## src/rtl/deserializer.sv

```systemverilog
`default_nettype none
// ============================================================================
//  Module      : deserializer
//  Description : Receive end of a 4-bit serial link. Rebuilds FLIT_W-bit
//                flits from NIBBLES nibbles (LSB nibble first), tags each
//                flit with the VC of its first nibble and queues it in a
//                small output FIFO drained through a valid/ready handshake.
//                The serial side cannot be stalled, so a completed flit
//                that finds the FIFO full (and no pop in the same cycle) is
//                dropped and overflow pulses for one cycle.
//  Optional    : define DESER_VC_CHECK_EN to abort a partial flit when the
//                VC changes mid-flit (vc_err pulses, the offending nibble
//                restarts assembly). Undefined: vc_err is tied to 0.
//  Ports       : clk, rst         clock / synchronous active-high reset
//                data_in[3:0]     serial nibble
//                valid_in         data_in / vc_in valid
//                vc_in[1:0]       VC of the current nibble
//                flit_out         head-of-FIFO flit (holds last value when empty)
//                flit_vc[1:0]     head-of-FIFO VC
//                flit_valid       FIFO non-empty
//                flit_ready       consumer accepts the head
//                fifo_count       occupied FIFO entries
//                overflow         1-cycle pulse: completed flit dropped
//                vc_err           1-cycle pulse: VC changed mid-flit
//  Revision    : 1.0  initial release
// ============================================================================
module deserializer #(
  parameter int FLIT_W     = 64,
  parameter int NIBBLES    = 16,
  parameter int FIFO_DEPTH = 2,
  parameter int CNT_W      = 2
) (
  input  logic              clk,
  input  logic              rst,
  input  logic [3:0]        data_in,
  input  logic              valid_in,
  input  logic [1:0]        vc_in,
  output logic [FLIT_W-1:0] flit_out,
  output logic [1:0]        flit_vc,
  output logic              flit_valid,
  input  logic              flit_ready,
  output logic [CNT_W-1:0]  fifo_count,
  output logic              overflow,
  output logic              vc_err
);

  localparam int IDX_W = (NIBBLES > 1) ? $clog2(NIBBLES) : 1;
  localparam int PTR_W = (FIFO_DEPTH > 1) ? $clog2(FIFO_DEPTH) : 1;
  localparam logic [IDX_W-1:0] C_LAST_IDX = IDX_W'(NIBBLES - 1);
  localparam logic [PTR_W-1:0] C_LAST_PTR = PTR_W'(FIFO_DEPTH - 1);
  localparam logic [CNT_W-1:0] C_DEPTH    = CNT_W'(FIFO_DEPTH);

  // ---------------------------------------------------------------- assembly
  // Only the first NIBBLES-1 nibbles are buffered; the last one is taken
  // straight from data_in when the flit completes.
  logic [IDX_W-1:0]    idx_q, idx_d;
  logic [FLIT_W-5:0]   buf_q, buf_d;
  logic [1:0]          vc_q, vc_d;
  logic                w_abort;
  logic                w_complete;
  logic [FLIT_W-1:0]   w_flit;

`ifdef DESER_VC_CHECK_EN
  assign w_abort = valid_in && (idx_q != '0) && (vc_in != vc_q);
`else
  assign w_abort = 1'b0;
`endif

  assign w_flit = {data_in, buf_q};

  always_comb begin
    idx_d      = idx_q;
    buf_d      = buf_q;
    vc_d       = vc_q;
    w_complete = 1'b0;
    if (valid_in) begin
      if (w_abort) begin
        // Offending nibble becomes nibble 0 of a fresh flit on its own VC.
        buf_d[3:0] = data_in;
        vc_d       = vc_in;
        idx_d      = IDX_W'(1);
      end else begin
        for (int i = 0; i < NIBBLES - 1; i++) begin
          if (idx_q == IDX_W'(i)) begin
            buf_d[i*4 +: 4] = data_in;
          end
        end
        if (idx_q == '0) begin
          vc_d = vc_in;
        end
        if (idx_q == C_LAST_IDX) begin
          idx_d      = '0;
          w_complete = 1'b1;
        end else begin
          idx_d = idx_q + 1'b1;
        end
      end
    end
  end

  always_ff @(posedge clk) begin
    if (rst) begin
      idx_q <= '0;
      buf_q <= '0;
      vc_q  <= '0;
    end else begin
      idx_q <= idx_d;
      buf_q <= buf_d;
      vc_q  <= vc_d;
    end
  end

  // -------------------------------------------------------------------- FIFO
  logic [FLIT_W-1:0] mem_q   [FIFO_DEPTH];
  logic [1:0]        memvc_q [FIFO_DEPTH];
  logic [PTR_W-1:0]  rd_q, rd_d, wr_q, wr_d;
  logic [CNT_W-1:0]  count_q, count_d;
  logic [FLIT_W-1:0] head_q, head_d;
  logic [1:0]        headvc_q, headvc_d;
  logic              overflow_q, overflow_d;
  logic              w_pop;
  logic              w_push;

  function automatic logic [PTR_W-1:0] ptr_inc(input logic [PTR_W-1:0] p);
    return (p == C_LAST_PTR) ? '0 : p + 1'b1;
  endfunction

  assign w_pop  = (count_q != '0) && flit_ready;
  // A pop in the same cycle frees a slot, so a full FIFO still accepts.
  assign w_push = w_complete && ((count_q != C_DEPTH) || w_pop);

  always_comb begin
    overflow_d = w_complete && !w_push;
    rd_d       = w_pop  ? ptr_inc(rd_q) : rd_q;
    wr_d       = w_push ? ptr_inc(wr_q) : wr_q;
    count_d    = count_q;
    if (w_push && !w_pop) begin
      count_d = count_q + 1'b1;
    end else if (w_pop && !w_push) begin
      count_d = count_q - 1'b1;
    end
    // Registered head view: the next head is either the flit being written
    // into the slot the read pointer will point at, or existing storage.
    // When the FIFO goes empty the last head value is held.
    head_d   = head_q;
    headvc_d = headvc_q;
    if (count_d != '0) begin
      if (w_push && (wr_q == rd_d)) begin
        head_d   = w_flit;
        headvc_d = vc_q;
      end else begin
        head_d   = mem_q[rd_d];
        headvc_d = memvc_q[rd_d];
      end
    end
  end

  always_ff @(posedge clk) begin
    if (w_push) begin
      mem_q[wr_q]   <= w_flit;
      memvc_q[wr_q] <= vc_q;
    end
  end

  always_ff @(posedge clk) begin
    if (rst) begin
      rd_q       <= '0;
      wr_q       <= '0;
      count_q    <= '0;
      head_q     <= '0;
      headvc_q   <= '0;
      overflow_q <= 1'b0;
    end else begin
      rd_q       <= rd_d;
      wr_q       <= wr_d;
      count_q    <= count_d;
      head_q     <= head_d;
      headvc_q   <= headvc_d;
      overflow_q <= overflow_d;
    end
  end

  assign flit_out   = head_q;
  assign flit_vc    = headvc_q;
  assign flit_valid = (count_q != '0);
  assign fifo_count = count_q;
  assign overflow   = overflow_q;

`ifdef DESER_VC_CHECK_EN
  logic vc_err_q;
  always_ff @(posedge clk) begin
    if (rst) begin
      vc_err_q <= 1'b0;
    end else begin
      vc_err_q <= w_abort;
    end
  end
  assign vc_err = vc_err_q;
`else
  assign vc_err = 1'b0;
`endif

endmodule
`default_nettype wire

```

## config.mk

```make
export PLATFORM = sky130hd
export DESIGN_NAME = deserializer
export DESIGN_NICKNAME = d
export VERILOG_FILES = /design/src/rtl/deserializer.sv
export SDC_FILE = /design/constraint.sdc
export NUM_CORES = 1
export LEC_CHECK = 0
export BUFFER_PORTS_ARGS = -buffer_cell sky130_fd_sc_hd__buf_2
export CAP_MARGIN = 40
export CORE_ASPECT_RATIO = 0.7
export CORE_MARGIN = 4
export CORE_UTILIZATION = 25
export CTS_BUF_LIST = sky130_fd_sc_hd__clkbuf_4 sky130_fd_sc_hd__clkbuf_8 sky130_fd_sc_hd__clkbuf_16
export CTS_CLUSTER_SIZE = 28
export DETAILED_ROUTE_END_ITERATION = 6
export PLACE_DENSITY = 0.39
export SLEW_MARGIN = 20
export SYNTH_ARGS = -nofsm -noshare
export SYNTH_HDL_FRONTEND = slang
export SYNTH_SLANG_ARGS = --single-unit
```

## constraint.sdc

```tcl
create_clock -name clk -period 4.8 [get_ports clk]
set_input_delay 0.72 -clock clk [delete_from_list [all_inputs] [get_ports clk]]
set_output_delay 0.72 -clock clk [all_outputs]
set_load 0.005 [all_outputs]
```

* After elaboration in Yosys (flattened, before gate mapping) *
Memory sizes are Yosys's and may differ from the RTL's. A register that Yosys moved wholly into a read port is not among the register bits.
Cells that the tools add are included.

operators by class
  $add $sub $neg = 5
  multiply operators = 0
  div/mod/pow operators = 0
  $lt $le $gt $ge = 0
  equal/unequal tests = 16
  shifts and indexed selects = 0
  mux-type cells = 10
  bitwise operators = 0
  reduce and logical (&&, ||, !) cells = 26

operators with widths
  cell                 count
  $eq 4x4->1 const B   8
  $reduce_and 2->1     15
  $eq 4x3->1 const B   4
  $eq 4x2->1 const B   2
  $mux 1               7
  $logic_and 1x1->1    5
  $add 4x1->4 const B  1
  $eq 4x1->1 const B   1
  $logic_not 4->1      1
  $mux 2               2
  $mux 4               1
  $reduce_bool 2->1    2
  $add 1x1->1 const B  2
  $add 2x1->2 const B  1
  $logic_not 1->1      2
  $ne 2x2->1 const B   1
  $sub 2x1->2 const B  1
  $logic_or 1x1->1     1

word-level totals
  register bits = 71
  latch bits = 0
  RAM bits = 132
  memory bits (read-only) = 0
  input bits = 10
  output and inout bits = 71
  logic and storage cells = 80
  memories kept = 2

memory list
  memory   depth  width  read ports  clocked after memory_dff  wr ports  RTL line  source
  mem_q    2      64     1           1                         1         114       logic [FLIT_W-1:0] mem_q [FIFO_DEPTH];
  memvc_q  2      2      1           1                         1         115       logic [1:0] memvc_q [FIFO_DEPTH];

* Logic depth before layout (Yosys ltp) *
  word-level depth = 9
  gate-level depth with buffers = 10
  mapped depth without buffers = 7

* Least setup slack after synthesis *
OpenSTA, ideal clock, no wires.

  kind = input port to flip-flop
  start = input valid_in
  end = memory mem_q[0][0] (enable)
  setup time = 0.493 ns
  arrival = 4.221 ns
  data required time = 4.307 ns
  slack = 0.086 ns
  stages on the path = 6
  buffers on the path = 2
  cells stage by stage = buf_2 > and3_1 > buf_2 > and2_4 > nand2_1 > nor2_1

between the ends
  longest elaborated chain between the ends = 4

ends and longest elaborated chain
  item                          RTL line  source
  from (decl)                   36        input logic valid_in,
  $mux 1                        76        if (valid_in) begin
  $logic_and 1x1->1             130       assign w_push = w_complete && ((count_q != C_DEPTH) || w_pop);
  $mux 1                        159       if (w_push) begin
  $mux 1 (implied by the code)  160       mem_q[wr_q] <= w_flit;
  to (decl)                     114

Every way passes these cells.

* Worst setup path in the final report *
  start = register count_q[0], in the netlist fifo_count[0]
  end = register head_q[46], in the netlist flit_out[46], read port of mem_q

between the ends
  longest elaborated chain between the ends = 9
  elaborated cells on any way between the ends = 15
  classes of those cells = 2 x add/sub; 1 x eq/ne; 3 x mux; 9 x reduce/logical

ends and longest elaborated chain
  item                    RTL line  source
  from (decl)             117       logic [CNT_W-1:0] count_q, count_d;
  from (signal assigned)  176       count_q <= count_d;
  $reduce_bool 2->1       128       assign w_pop = (count_q != '0) && flit_ready;
  $logic_and 1x1->1       128
  $logic_or 1x1->1        130
  $logic_and 1x1->1       130
  $logic_not 1->1         139       end else if (w_pop && !w_push) begin
  $logic_and 1x1->1       139
  $mux 2                  139
  $mux 2                  137       if (w_push && !w_pop) begin
  $reduce_bool 2->1       147       if (count_d != '0) begin
  to (decl)               118       logic [FLIT_W-1:0] head_q, head_d;

Parallel ways exist; a longest one is shown, timed or not.
A chain may end at the register's enable or synchronous reset.

==> impl_metrics.env <==
export IMPL_cts_inserted_buffers=28
export IMPL_cts_resizes=0
export IMPL_port_bufs=79
export IMPL_holdWs_ns=0.424
export IMPL_critical_path_max_fanout=39
export IMPL_power_per_cell_area_nw_per_um2=513
export IMPL_pin_count=81
export IMPL_p_leak_nw=4.68
export IMPL_main_combinational_cell_family_by_area_after_synthesis="multiplexers"
export IMPL_synthTopCellsByArea="sky130_fd_sc_hd__edfxtp_1, sky130_fd_sc_hd__dfxtp_1, sky130_fd_sc_hd__mux2i_1"
export IMPL_ctsHtreeMaxLevel=1
export IMPL_cpMaxStageDelayCell="sky130_fd_sc_hd__a221o_2"
export IMPL_syn_instance_count=847
export IMPL_wl_per_cell_um=18.7
export IMPL_root_buffer_cell="sky130_fd_sc_hd__clkbuf_16"
export IMPL_layout_min_cycle_time_ns=3.09
export IMPL_worst_setup_hold_path_clk_slew_ns=0.06
export IMPL_timing_setup_tns_ns=0
export IMPL_synth_commonest_cells="sky130_fd_sc_hd__dfxtp_1, sky130_fd_sc_hd__edfxtp_1, sky130_fd_sc_hd__nand2_1, sky130_fd_sc_hd__mux2i_1, sky130_fd_sc_hd__mux2_2"
export IMPL_timing_max_transition_violations_final=0
export IMPL_synth_adder_area_share_pct=0.705
export IMPL_yosys_register_bits=269
export IMPL_timing_hold_worst_class="in -> reg"
export IMPL_synth_cell_type_count=39
export IMPL_startpoint_type="register"
export IMPL_routed_via_density=4.44
export IMPL_initial_core_util_pct=25.7
export IMPL_grt_start_max_net_pins=68
export IMPL_yosys_warnings=0
export IMPL_max_cap_viols=0
export IMPL_drc=0
export IMPL_critical_path_endpoint_type="register"
export IMPL_grt_first_pass_wirelength_mm=42.6
export IMPL_antenna_cells_inserted=0
export IMPL_layout_setup_ws_ns=1.71
export IMPL_n_fill_cell=4198
export IMPL_tritoncts_clock_tree="built"
export IMPL_detailed_place_hpwl_mm=16.3
export IMPL_tritoncts_num_sinks=269
export IMPL_seq_area_um2=6710
export IMPL_timing_hold_worst_path_depth=3
export IMPL_slew_margin_rel_pct=44.4
export IMPL_synth_edff_count=132
export IMPL_reg2regPathDepth=8
export IMPL_drt_iter0_drc=346
export IMPL_die_width_um=255
export IMPL_max_freq_mhz=323
export IMPL_synth_area_mux_share_pct=15.0
export IMPL_synth_ff_type="sky130_fd_sc_hd__dfxtp_1"
export IMPL_cp_required_ns=5.20
export IMPL_outcome="completed"
export IMPL_post_synth_xor_area_fraction_pct=0.411
export IMPL_detailedRoute_firstPassIterationCount=4
export IMPL_worst_ir_drop_vdd_v=0.000412
export IMPL_synth_compound_gate_area_share_pct=8.53
export IMPL_synth_async_reset_ratio_pct=0
export IMPL_synth_top_cell_area_share_pct=37.2
export IMPL_syn_area_per_cell_um2=12.6
export IMPL_layout_cell_share_with_drive_strength_beyond_1_pct=26.7
export IMPL_totalPowerFinal_mw=6.42
export IMPL_path_cells="inv_1 -> ha_1 -> nor2b_1 -> nor3_2 -> a21oi_1 -> a221o_2 -> buf_12 -> o22ai_1"
export IMPL_type_of_the_setup_path_with_the_least_slack="reg -> reg"
export IMPL_syn_area_um2=10600
export IMPL_grt_setup_unrepaired="no"
export IMPL_timing_hold_violations_final=0
export IMPL_synthesis_to_layout_area_growth_pct=17.5
export IMPL_postRouteWirelength_mm=27.5
export IMPL_final_wtd_congestion=0.681
export IMPL_vias=6524
export IMPL_dpl_worst_slack_ns=1.63
export IMPL_utilization_pct=30.1
export IMPL_fp_dieH_um=181
export IMPL_final_period_utilization_pct=64.5
export IMPL_synth_sequential_area_ratio_pct=63.0
export IMPL_nets=919
export IMPL_cts_hold_buf=0
export IMPL_critical_path_max_stage_delay_ns=0.77
export IMPL_fin_worst_skew_ns=0.00717
export IMPL_fp_coreArea_um2=41500
export IMPL_placement_rows=62
export IMPL_post_synth_top_count_cell="sky130_fd_sc_hd__dfxtp_1"
export IMPL_multi_input_comb_area_um2=3600
export IMPL_detail_route_antenna_nets=0
export IMPL_vias_in_the_first_global_route=6671
export IMPL_initial_antenna_violation_count=1
export IMPL_overall_global_routing_usage_pct=11.8
export IMPL_post_cts_buffers=0
export IMPL_cts_path_max_buffers=3
export IMPL_fp_dieArea_um2=46000
export IMPL_yosysTopAreaCell="sky130_fd_sc_hd__edfxtp_1"
export IMPL_timing_critical_path_arrival_ns=3.49
export IMPL_synthSimpleGateAreaFrac_pct=8.87
export IMPL_grt_overflow_total=0
export IMPL_setup_viol=0
export IMPL_synth_net_count=863
export IMPL_timing_worst_slew_pin_value_ns=0.834
export IMPL_clock_insertion_delay_worst_skew_ns=0.55
==> worst paths after layout <==
check / slack (ns) / end / startpoint
setup reg to reg: 1.71 / flit_out[46] / fifo_count[0]
hold reg to reg: 0.47 / flit_out[4] / flit_out[4]
hold / removal: 0.42 / vc_q[0] / vc_in[0]
setup / recovery: 1.71 / flit_out[46] / fifo_count[0]
==> cells in the final DEF, fill, tap and decap left out, types with 8 or more instances in the layout <==
master / n
sky130_fd_sc_hd__dfxtp_1: 137
sky130_fd_sc_hd__mux2i_1: 85
sky130_fd_sc_hd__buf_2: 79
sky130_fd_sc_hd__nand3_1: 46
sky130_fd_sc_hd__clkbuf_4: 8
sky130_fd_sc_hd__o22ai_1: 36
sky130_fd_sc_hd__buf_4: 9
sky130_fd_sc_hd__nand2_1: 126
sky130_fd_sc_hd__nor2_1: 25
sky130_fd_sc_hd__mux2_2: 66
sky130_fd_sc_hd__o22ai_2: 30
sky130_fd_sc_hd__a21oi_1: 46
sky130_fd_sc_hd__clkbuf_16: 29
sky130_fd_sc_hd__edfxtp_1: 132
==> sequential cells by signal, summed over array words and instances (netlist names) <==
| signal | cells |
|---|---|
| buf_q | 60 |
| flit_vc | 2 |
| flit_out | 64 |
| mem_q | 128 |
| memvc_q | 4 |
| overflow | 1 |
| wr_q | 1 |
| vc_q | 2 |
| rd_q | 1 |
| idx_q | 4 |
| fifo_count | 2 |
==> metrics by stage <==
step	cells	area (um2)
final	1468	12500
after CTS	1468	12500
after global placement	1415	11600
after global routing	1468	12500
after detailed placement	1417	11600
after floorplan	847	10600
==> logic make-up (layout without fill, tap and decap cells) <==
| group | Yosys count | count (layout) |
|---|---|---|
| compound gates | 122 | 122 |
| xor+xnor | 5 | 5 |
| fa+ha+maj | 6 | 6 |
| buf+inv | 76 | 153 |
| flops | 269 | 269 |
| mux | 151 | 151 |
| other cells | 1 | 1 |
| simple gates | 217 | 217 |
==> layout make-up <==
class / count / share of cell area, %
Tap cell: 544 / 5.44
Multi-Input combinational cell: 502 / 28.8
Inverter: 7 / 0.210
Timing Repair Buffer: 95 / 4.84
Clock buffer: 39 / 6.50
Sequential cell: 269 / 53.6
Clock inverter: 12 / 0.620
==> worst max-delay path, delay by kind of cell (launching register included) <==
family / cells / cell delay (ns)
buf+inv: 2 / 0.43
compound gates: 3 / 1.23
flops: 1 / 0.41
fa+ha+maj: 1 / 0.24
simple gates: 2 / 0.56
==> metal layers <==
| metal | up-vias | track usage [%] | wire length [um] |
|---|---|---|---|
| li1 | 3162 | - | - |
| met4 | 2 | 2.22 | 406 |
| met5 | - | 0 | 13 |
| met3 | 33 | 2.34 | 1220 |
| met1 | 3213 | 18.8 | 14700 |
| met2 | 114 | 16.6 | 11100 |
==> where the power goes <==
group	switching (mW)	internal (mW)	total (mW)
Combinational	0.858	0.709	1.57
Sequential	0.123	2.60	2.72
Clock	0.904	1.23	2.13
Total	1.89	4.54	6.42
Note: power is estimated with default switching activity, not from simulation.
